[src/rtl/arcade_input_mapper_if.sv]
// Input/output bundle for the arcade input mapper: PS/2 key events, joystick words,
// rotation and autofire controls in, registered active-low player words out.
interface arcade_input_mapper_if #(
    parameter int NPLAYERS = 2,
    parameter int NBUTTONS = 2
);
    localparam int W = NBUTTONS + 6;

    logic [10:0]           ps2_key;
    logic [W*NPLAYERS-1:0] joy_in;
    logic [1:0]            rotate;
    logic [NBUTTONS-1:0]   autofire_en;
    logic [W*NPLAYERS-1:0] p_out;

    modport master (output ps2_key, joy_in, rotate, autofire_en, input p_out);
    modport slave  (input ps2_key, joy_in, rotate, autofire_en, output p_out);
endinterface

[src/rtl/arcade_input_mapper.sv]
// Merges PS/2 keys with joystick words, applies rotation, autofire and coin pulse shaping.
// Coin FSM (one per player):
//   state   | meaning
//   S_IDLE  | waiting for a rising edge on the raw coin bit
//   S_PULSE | coin output active for COIN_PULSE clocks
//   S_LOCK  | coin inactive, edges ignored for COIN_LOCK clocks
module arcade_input_mapper #(
    parameter int NPLAYERS     = 2,
    parameter int NBUTTONS     = 2,
    parameter int COIN_PULSE   = 1200000,
    parameter int COIN_LOCK    = 1200000,
    parameter int AUTOFIRE_DIV = 400000
) (
    input  logic                 clk_sys,
    input  logic                 reset_n,
    arcade_input_mapper_if.slave bus
);
    localparam int W    = NBUTTONS + 6;
    localparam int NW   = W * NPLAYERS;
    localparam int KIW  = $clog2(NW);
    localparam int CMAX = (COIN_PULSE > COIN_LOCK) ? COIN_PULSE : COIN_LOCK;
    localparam int TW   = $clog2(CMAX + 1);
    localparam int AW   = $clog2(AUTOFIRE_DIV + 1);

    localparam logic [1:0] S_IDLE  = 2'd0;
    localparam logic [1:0] S_PULSE = 2'd1;
    localparam logic [1:0] S_LOCK  = 2'd2;

    logic            r_tog;
    logic            r_armed;
    logic [NW-1:0]   r_key;
    logic            w_evt;
    logic            w_hit;
    logic [KIW-1:0]  w_kidx;
    logic [8:0]      w_code;

    assign w_code = bus.ps2_key[8:0];
    // r_armed suppresses a false event on the first clock, when r_tog is loaded from the bus
    assign w_evt  = r_armed & (bus.ps2_key[10] ^ r_tog);

    always_comb begin
        w_hit  = 1'b0;
        w_kidx = '0;
        case (w_code[7:0])
            8'h74:   begin w_hit = 1'b1; w_kidx = KIW'(0); end
            8'h6B:   begin w_hit = 1'b1; w_kidx = KIW'(1); end
            8'h72:   begin w_hit = 1'b1; w_kidx = KIW'(2); end
            8'h75:   begin w_hit = 1'b1; w_kidx = KIW'(3); end
            default: ;
        endcase
        case (w_code)
            9'h029:  begin w_hit = 1'b1; w_kidx = KIW'(4); end
            9'h014:  if (NBUTTONS >= 2) begin w_hit = 1'b1; w_kidx = KIW'(5); end
            9'h011:  if (NBUTTONS >= 3) begin w_hit = 1'b1; w_kidx = KIW'(6); end
            9'h005:  begin w_hit = 1'b1; w_kidx = KIW'(NBUTTONS + 4); end
            9'h006:  if (NPLAYERS >= 2) begin w_hit = 1'b1; w_kidx = KIW'(W + NBUTTONS + 4); end
            9'h02E:  begin w_hit = 1'b1; w_kidx = KIW'(NBUTTONS + 5); end
            9'h036:  if (NPLAYERS >= 2) begin w_hit = 1'b1; w_kidx = KIW'(W + NBUTTONS + 5); end
            default: ;
        endcase
    end

    always_ff @(posedge clk_sys or negedge reset_n) begin
        if (!reset_n) begin
            r_tog   <= 1'b0;
            r_armed <= 1'b0;
            r_key   <= '0;
        end else begin
            r_tog   <= bus.ps2_key[10];
            r_armed <= 1'b1;
            if (w_evt && w_hit) r_key[w_kidx] <= bus.ps2_key[9];
        end
    end

    logic [AW-1:0] r_af_cnt;
    logic          r_af_phase;

    always_ff @(posedge clk_sys or negedge reset_n) begin
        if (!reset_n) begin
            r_af_cnt   <= '0;
            r_af_phase <= 1'b1;
        end else if (r_af_cnt == AW'(AUTOFIRE_DIV - 1)) begin
            r_af_cnt   <= '0;
            r_af_phase <= ~r_af_phase;
        end else begin
            r_af_cnt   <= r_af_cnt + AW'(1);
        end
    end

    logic [NW-1:0]       w_word;
    logic [NBUTTONS-1:0] w_af_mask;

    assign w_af_mask = bus.autofire_en & {NBUTTONS{~r_af_phase}};

    for (genvar p = 0; p < NPLAYERS; p++) begin : g_player
        logic [W-1:0]  w_raw;
        logic [3:0]    w_dir;
        logic [1:0]    r_state;
        logic [TW-1:0] r_tmr;
        logic          r_coin_prev;

        assign w_raw = bus.joy_in[p*W +: W] | r_key[p*W +: W];

        // w_dir is {up, down, left, right}
        always_comb begin
            case (bus.rotate)
                2'b01:   w_dir = {w_raw[1], w_raw[0], w_raw[2], w_raw[3]};
                2'b10:   w_dir = {w_raw[2], w_raw[3], w_raw[0], w_raw[1]};
                2'b11:   w_dir = {w_raw[0], w_raw[1], w_raw[3], w_raw[2]};
                default: w_dir = w_raw[3:0];
            endcase
        end

        always_ff @(posedge clk_sys or negedge reset_n) begin
            if (!reset_n) begin
                r_state     <= S_IDLE;
                r_tmr       <= '0;
                r_coin_prev <= 1'b0;
            end else begin
                r_coin_prev <= w_raw[W-1];
                case (r_state)
                    S_IDLE:
                        if (w_raw[W-1] && !r_coin_prev) begin
                            r_state <= S_PULSE;
                            r_tmr   <= TW'(COIN_PULSE - 1);
                        end
                    S_PULSE:
                        if (r_tmr == '0) begin
                            r_state <= S_LOCK;
                            r_tmr   <= TW'(COIN_LOCK - 1);
                        end else begin
                            r_tmr   <= r_tmr - TW'(1);
                        end
                    S_LOCK:
                        if (r_tmr == '0) r_state <= S_IDLE;
                        else             r_tmr   <= r_tmr - TW'(1);
                    default: r_state <= S_IDLE;
                endcase
            end
        end

        assign w_word[p*W +: W] = {r_state == S_PULSE, w_raw[W-2],
                                   w_raw[4 +: NBUTTONS] & ~w_af_mask, w_dir};
    end

    logic [NW-1:0] r_p_out;

    always_ff @(posedge clk_sys or negedge reset_n) begin
        if (!reset_n) r_p_out <= '1;
        else          r_p_out <= ~w_word;
    end

    assign bus.p_out = r_p_out;
endmodule

[src/flat_wrapper.sv]
// flat-port wrapper written by rule: the top's interface ports become plain ports
module arcade_input_mapper_flat 
#(
    parameter int NPLAYERS     = 2,
    parameter int NBUTTONS     = 2,
    parameter int COIN_PULSE   = 1200000,
    parameter int COIN_LOCK    = 1200000,
    parameter int AUTOFIRE_DIV = 400000
)
  (clk_sys, reset_n, bus_ps2_key, bus_joy_in, bus_rotate, bus_autofire_en, bus_p_out);
  arcade_input_mapper_if #(.NPLAYERS(NPLAYERS), .NBUTTONS(NBUTTONS)) bus_i ();
  input  logic clk_sys;
  input  logic reset_n;
  input wire logic [$bits(bus_i.ps2_key)-1:0] bus_ps2_key;
  input wire logic [$bits(bus_i.joy_in)-1:0] bus_joy_in;
  input wire logic [$bits(bus_i.rotate)-1:0] bus_rotate;
  input wire logic [$bits(bus_i.autofire_en)-1:0] bus_autofire_en;
  output wire logic [$bits(bus_i.p_out)-1:0] bus_p_out;
  assign bus_i.ps2_key = bus_ps2_key;
  assign bus_i.joy_in = bus_joy_in;
  assign bus_i.rotate = bus_rotate;
  assign bus_i.autofire_en = bus_autofire_en;
  assign bus_p_out = bus_i.p_out;
  arcade_input_mapper #(.NPLAYERS(NPLAYERS), .NBUTTONS(NBUTTONS), .COIN_PULSE(COIN_PULSE), .COIN_LOCK(COIN_LOCK), .AUTOFIRE_DIV(AUTOFIRE_DIV)) u_core (.clk_sys(clk_sys), .reset_n(reset_n), .bus(bus_i));
endmodule
[config.mk]
export PLATFORM = sky130hd
export DESIGN_NAME = arcade_input_mapper_flat
export DESIGN_NICKNAME = d
export VERILOG_FILES = /design/src/rtl/arcade_input_mapper_if.sv /design/src/rtl/arcade_input_mapper.sv /design/src/flat_wrapper.sv
export SDC_FILE = /design/constraint.sdc
export NUM_CORES = 1
export LEC_CHECK = 0
export ABC_AREA = 0
export ABC_CLOCK_PERIOD_IN_PS = 3600
export CAP_MARGIN = 40
export CORE_MARGIN = 2
export CORE_UTILIZATION = 55
export DETAILED_ROUTE_END_ITERATION = 10
export DONT_BUFFER_PORTS = 1
export GPL_ROUTABILITY_DRIVEN = 0
export PLACE_DENSITY = 0.69
export SLEW_MARGIN = 10
export SYNTH_ARGS = -nofsm -noshare
export SYNTH_HDL_FRONTEND = slang
export SYNTH_SLANG_ARGS = --single-unit
[constraint.sdc]
create_clock -name clk_sys -period 3.6 [get_ports clk_sys]
set_clock_uncertainty 0.2 [all_clocks]
set_input_delay 0.72 -clock clk_sys [delete_from_list [all_inputs] [get_ports clk_sys]]
set_output_delay 0.72 -clock clk_sys [all_outputs]
set_load 0.005 [all_outputs]
==> Implementation_results.wiki <==
{| class="wikitable"
! Metric !! Value
|-
| Status || complete, no violations
|-
| Critical Path Max Stage Delay || 0.62 ns
|-
| Maximum fanout along the worst path || 11
|-
| Minimum period implied by the final worst setup slack || 3.04 ns
|-
| ANT cells || 0
|-
| Hold Path Class || in2async
|-
| Largest vdd supply drop || 0.000363 V
|-
| Post-Synth Simple-Gate Area || 21.5%
|-
| Cell leakage power || 2.47 nW
|-
| DRT antenna net count || 0
|-
| Crit path cell chain || inv_1, ha_1, or4b_1, nor4_1, a31oi_1, a21bo_2, a22o_1
|-
| Worst Path Buf+Inv || 1
|-
| Kind of cell adding the most delay to the critical path || simple AND/OR/NAND/NOR gates
|-
| Filler cell count in the final layout || 867
|-
| Site row count || 37
|-
| Full die area || 11100 µm²
|-
| Share of layout cells above drive strength 1 || 11.5%
|-
| Parity-gate share of the synthesized area counting xor and xnor cells || 2.78%
|-
| Post-synthesis average cell area || 9.65 µm²
|-
| Max capacitance violation total || 0
|-
| Final Hold Fails || 0
|-
| Kind of launch point of the worst setup path || flip-flop
|-
| CTS Buffer Depth || 2
|-
| Endpoint required time on the critical path || 3.69 ns
|-
| CTS tree || yes
|-
| Number of nets produced by synthesis || 634
|-
| Data arrival time of the worst path || 3.14 ns
|-
| Grt total ovfl || 0
|-
| Routed via count || 4437
|-
| Largest family of logic cells by synthesized area || simple AND/OR/NAND/NOR gates
|-
| First-pass iteration count of the detailed router || 6
|-
| Highest attainable clock frequency || 0.328 GHz
|-
| PnR worst setup slack || 0.555 ns
|-
| EDFF count, synth || 0
|-
| # nets final || 613
|-
| Horizontal extent of the die || 106 µm
|-
| Combined area of all synthesized cells || 5670 µm²
|-
| Top-level I/O count || 49
|-
| Number of global-route vias before repair || 4252
|-
| Starting utilization of the core area || 55.7%
|-
| Final routed DRC violation total || 0
|-
| Cells after DPL || 690
|-
| Mean routed wirelength per cell || 16.9 µm
|-
| Total wire length after detailed routing || 12000 µm
|-
| Number of antenna violations at the first check in global routing || 0
|-
| Top library cells by usage in the layout, fill and taps aside || sky130_fd_sc_hd__dfrtp_1, sky130_fd_sc_hd__nor2_1, sky130_fd_sc_hd__a21oi_1, sky130_fd_sc_hd__o21ai_0, sky130_fd_sc_hd__nor3_1
|-
| Adder-cell share of the synthesized area || 2.87%
|-
| Gr usage total || 22.6%
|-
| HPWL after DPL || 8150 µm
|-
| Worst-skew pair later-pin latency || 0.37 ns
|-
| Fraction of the yosys area taken by sequential cells || 45.4%
|-
| Top FF cell, synth || sky130_fd_sc_hd__dfrtp_1
|-
| Relative area change from synthesis to final layout || 4.70%
|-
| Starting DRT DRC Count || 288
|-
| Setup Fix Bufs, Post-CTS || 0
|-
| Synthesized flop and latch total || 102
|-
| Number of buffer cells added on primary ports || 0
|-
| Pin count of the biggest net entering global routing || 100
|-
| Power Density || 595 nW/µm²
|-
| Sink Count || 102
|-
| Commonest non-fill, non-tap cell in the layout || sky130_fd_sc_hd__dfrtp_1
|-
| Number of unique standard cell types used by synthesis || 77
|-
| Std-Cell Core Area || 10200 µm²
|-
| Master of the slowest instance on the critical path || sky130_fd_sc_hd__nor4_1
|-
| Vias per std cell || 6.27
|-
| Post-route fraction of the period consumed by the critical path || 84.6%
|-
| Slew HR || 36.9%
|-
| Start-to-end type of the worst setup path || reg2reg
|-
| Clk slew on worst S/H paths || 0.10 ns
|-
| Area fraction in compound gates after synthesis || 18.6%
|-
| Synthesized instance count || 588
|-
| Share of cell area taken by muxes after synthesis || 4.15%
|-
| Layout Cells excl Fill || 708
|-
| Core Util, Final || 58.3%
|-
| H-tree depth reported by CTS || 3
|-
| Transition time of the tightest slew-check pin || 0.934 ns
|-
| Warnings, synthesis || 0
|-
| Final setup violation count || 0
|-
| Setup repair after global routing missed its margin || no
|-
| Number of buffers created by CTS || 9
|-
| Wire length of the first global-routing pass || 20500 µm
|-
| Placement Setup Slack || 0.643 ns
|-
| Clock tree root buffer cell || sky130_fd_sc_hd__clkbuf_8
|-
| Critical path endpoint category || flip-flop
|-
| Share of flip-flops with an asynchronous set or reset || 100%
|-
| Setup total negative slack || 0 ns
|-
| Y dimension of the die || 106 µm
|-
| Max Transition Viols Final || 0
|}
cell type report:
class | count | area, µm² | area share, %
multi-input cells | 423 | 2830 | 47.7
flip-flops and latches | 102 | 2570 | 43.3
well taps | 136 | 170 | 2.86
clock buffers | 13 | 149 | 2.51
inverters | 23 | 86.3 | 1.45
repair buffers | 8 | 82.6 | 1.39
clock inverters | 3 | 45.0 | 0.758
flip-flops by register name (all words and copies together) (netlist names):
name	flops
u_core.r_armed	1
u_core.r_key	16
u_core.r_af_cnt	19
u_core.bus.p_out	16
u_core.r_tog	1
u_core.g_player.r_coin_prev	2
u_core.g_player.r_tmr	42
u_core.r_af_phase	1
u_core.g_player.r_state	4
metal layers:
| metal | global-route usage (%) | share of wire [%] | vias up |
|---|---|---|---|
| met5 | 0 | 0 | - |
| met4 | 5.73 | 1.2 | 0 |
| met3 | 5.50 | 6.3 | 17 |
| met2 | 35.9 | 47 | 137 |
| met1 | 31.4 | 46 | 2159 |
| li1 | - | - | 2124 |
cell usage after synthesis (3+ instances only):
cell | instances | area [µm²]
sky130_fd_sc_hd__dfrtp_1 | 85 | 2130
sky130_fd_sc_hd__nor2_1 | 50 | 188
sky130_fd_sc_hd__a21oi_1 | 35 | 175
sky130_fd_sc_hd__o21ai_0 | 33 | 165
sky130_fd_sc_hd__clkbuf_1 | 31 | 116
sky130_fd_sc_hd__nor3_1 | 30 | 150
sky130_fd_sc_hd__inv_1 | 23 | 86.3
sky130_fd_sc_hd__nand2_1 | 20 | 75.1
sky130_fd_sc_hd__dfstp_2 | 17 | 447
sky130_fd_sc_hd__nand3_1 | 16 | 80.1
sky130_fd_sc_hd__nor4_1 | 14 | 87.6
sky130_fd_sc_hd__ha_1 | 13 | 163
sky130_fd_sc_hd__a31oi_1 | 12 | 75.1
sky130_fd_sc_hd__mux2_2 | 12 | 135
sky130_fd_sc_hd__xor2_1 | 12 | 105
sky130_fd_sc_hd__a22o_1 | 10 | 87.6
sky130_fd_sc_hd__mux2i_1 | 10 | 100
sky130_fd_sc_hd__o22a_1 | 10 | 87.6
sky130_fd_sc_hd__nand2b_1 | 8 | 50.1
sky130_fd_sc_hd__nor3b_1 | 8 | 60.1
sky130_fd_sc_hd__o31a_1 | 8 | 70.1
sky130_fd_sc_hd__or3_1 | 7 | 43.8
sky130_fd_sc_hd__and3_1 | 6 | 37.5
sky130_fd_sc_hd__or4_1 | 6 | 45.0
sky130_fd_sc_hd__xnor2_1 | 6 | 52.6
sky130_fd_sc_hd__nand4_1 | 5 | 31.3
sky130_fd_sc_hd__nor2b_1 | 5 | 31.3
sky130_fd_sc_hd__nor4b_1 | 5 | 43.8
sky130_fd_sc_hd__a21o_1 | 4 | 30.0
sky130_fd_sc_hd__nand3b_1 | 4 | 30.0
sky130_fd_sc_hd__o31ai_1 | 4 | 30.0
sky130_fd_sc_hd__or2_2 | 4 | 25.0
sky130_fd_sc_hd__or3b_2 | 4 | 35.0
sky130_fd_sc_hd__a2111oi_0 | 3 | 26.3
sky130_fd_sc_hd__buf_2 | 3 | 15.0
sky130_fd_sc_hd__buf_6 | 3 | 33.8
sky130_fd_sc_hd__nor4bb_1 | 3 | 30.0
sky130_fd_sc_hd__o211ai_1 | 3 | 22.5
worst paths after layout:
| check | end | slack, ns | start | depth (start not counted) |
|---|---|---|---|---|
| min | u_core.g_player[1].r_state[1]$_DFFE_PN0P_ | 0.04 | reset_n | 1 |
| max reg2reg | u_core.g_player[0].r_tmr[11]$_DFFE_PN0P_ | 0.56 | u_core.g_player[0].r_tmr[0]$_DFFE_PN0P_ | 7 |
| min reg2reg | u_core.r_key[12]$_DFFE_PN0P_ | 0.18 | u_core.r_key[12]$_DFFE_PN0P_ | 0 |
| min in group clk_sys | u_core.bus.p_out[14]$_DFF_PN1_ | 0.16 | bus_joy_in[14] | 1 |
| max in group asynchronous | u_core.r_af_phase$_DFFE_PN1N_ | 2.40 | reset_n | 1 |
| max | u_core.g_player[0].r_tmr[11]$_DFFE_PN0P_ | 0.56 | u_core.g_player[0].r_tmr[0]$_DFFE_PN0P_ | 7 |
power breakdown:
part | switching [W] | internal, W
logic | 0.000697 | 0.000515
registers | 0.000234 | 0.00137
clock network | 0.000381 | 0.000342
timing repair:
| item | CTS | global route |
|---|---|---|
| hold buffers | 2 | 0 |
| endpoints found under the hold margin | 99 | 0 |
| resized for setup | 0 | 0 |
metrics by stage:
stage | total power, W | instance area [µm²] | hold slack, ns
after floorplan | 0.00254 | 5670 | 0.162
after global placement | 0.00273 | 5700 | 0.161
after detailed placement | 0.00278 | 5710 | 0.167
after CTS | 0.00355 | 5940 | 0.0858
after global routing | 0.00379 | 5940 | 0.0793
final | 0.00353 | 5940 | 0.0435
kinds of logic after synthesis:
family | Yosys count
XOR/XNOR | 18
buffers and inverters | 63
other | 1
flip-flops | 102
AND/OR/NAND/NOR | 214
AO/OA/AOI/OAI | 155
multiplexers | 22
adder cells (fa/ha/maj) | 13
Note: power is estimated with default switching activity, not from simulation.
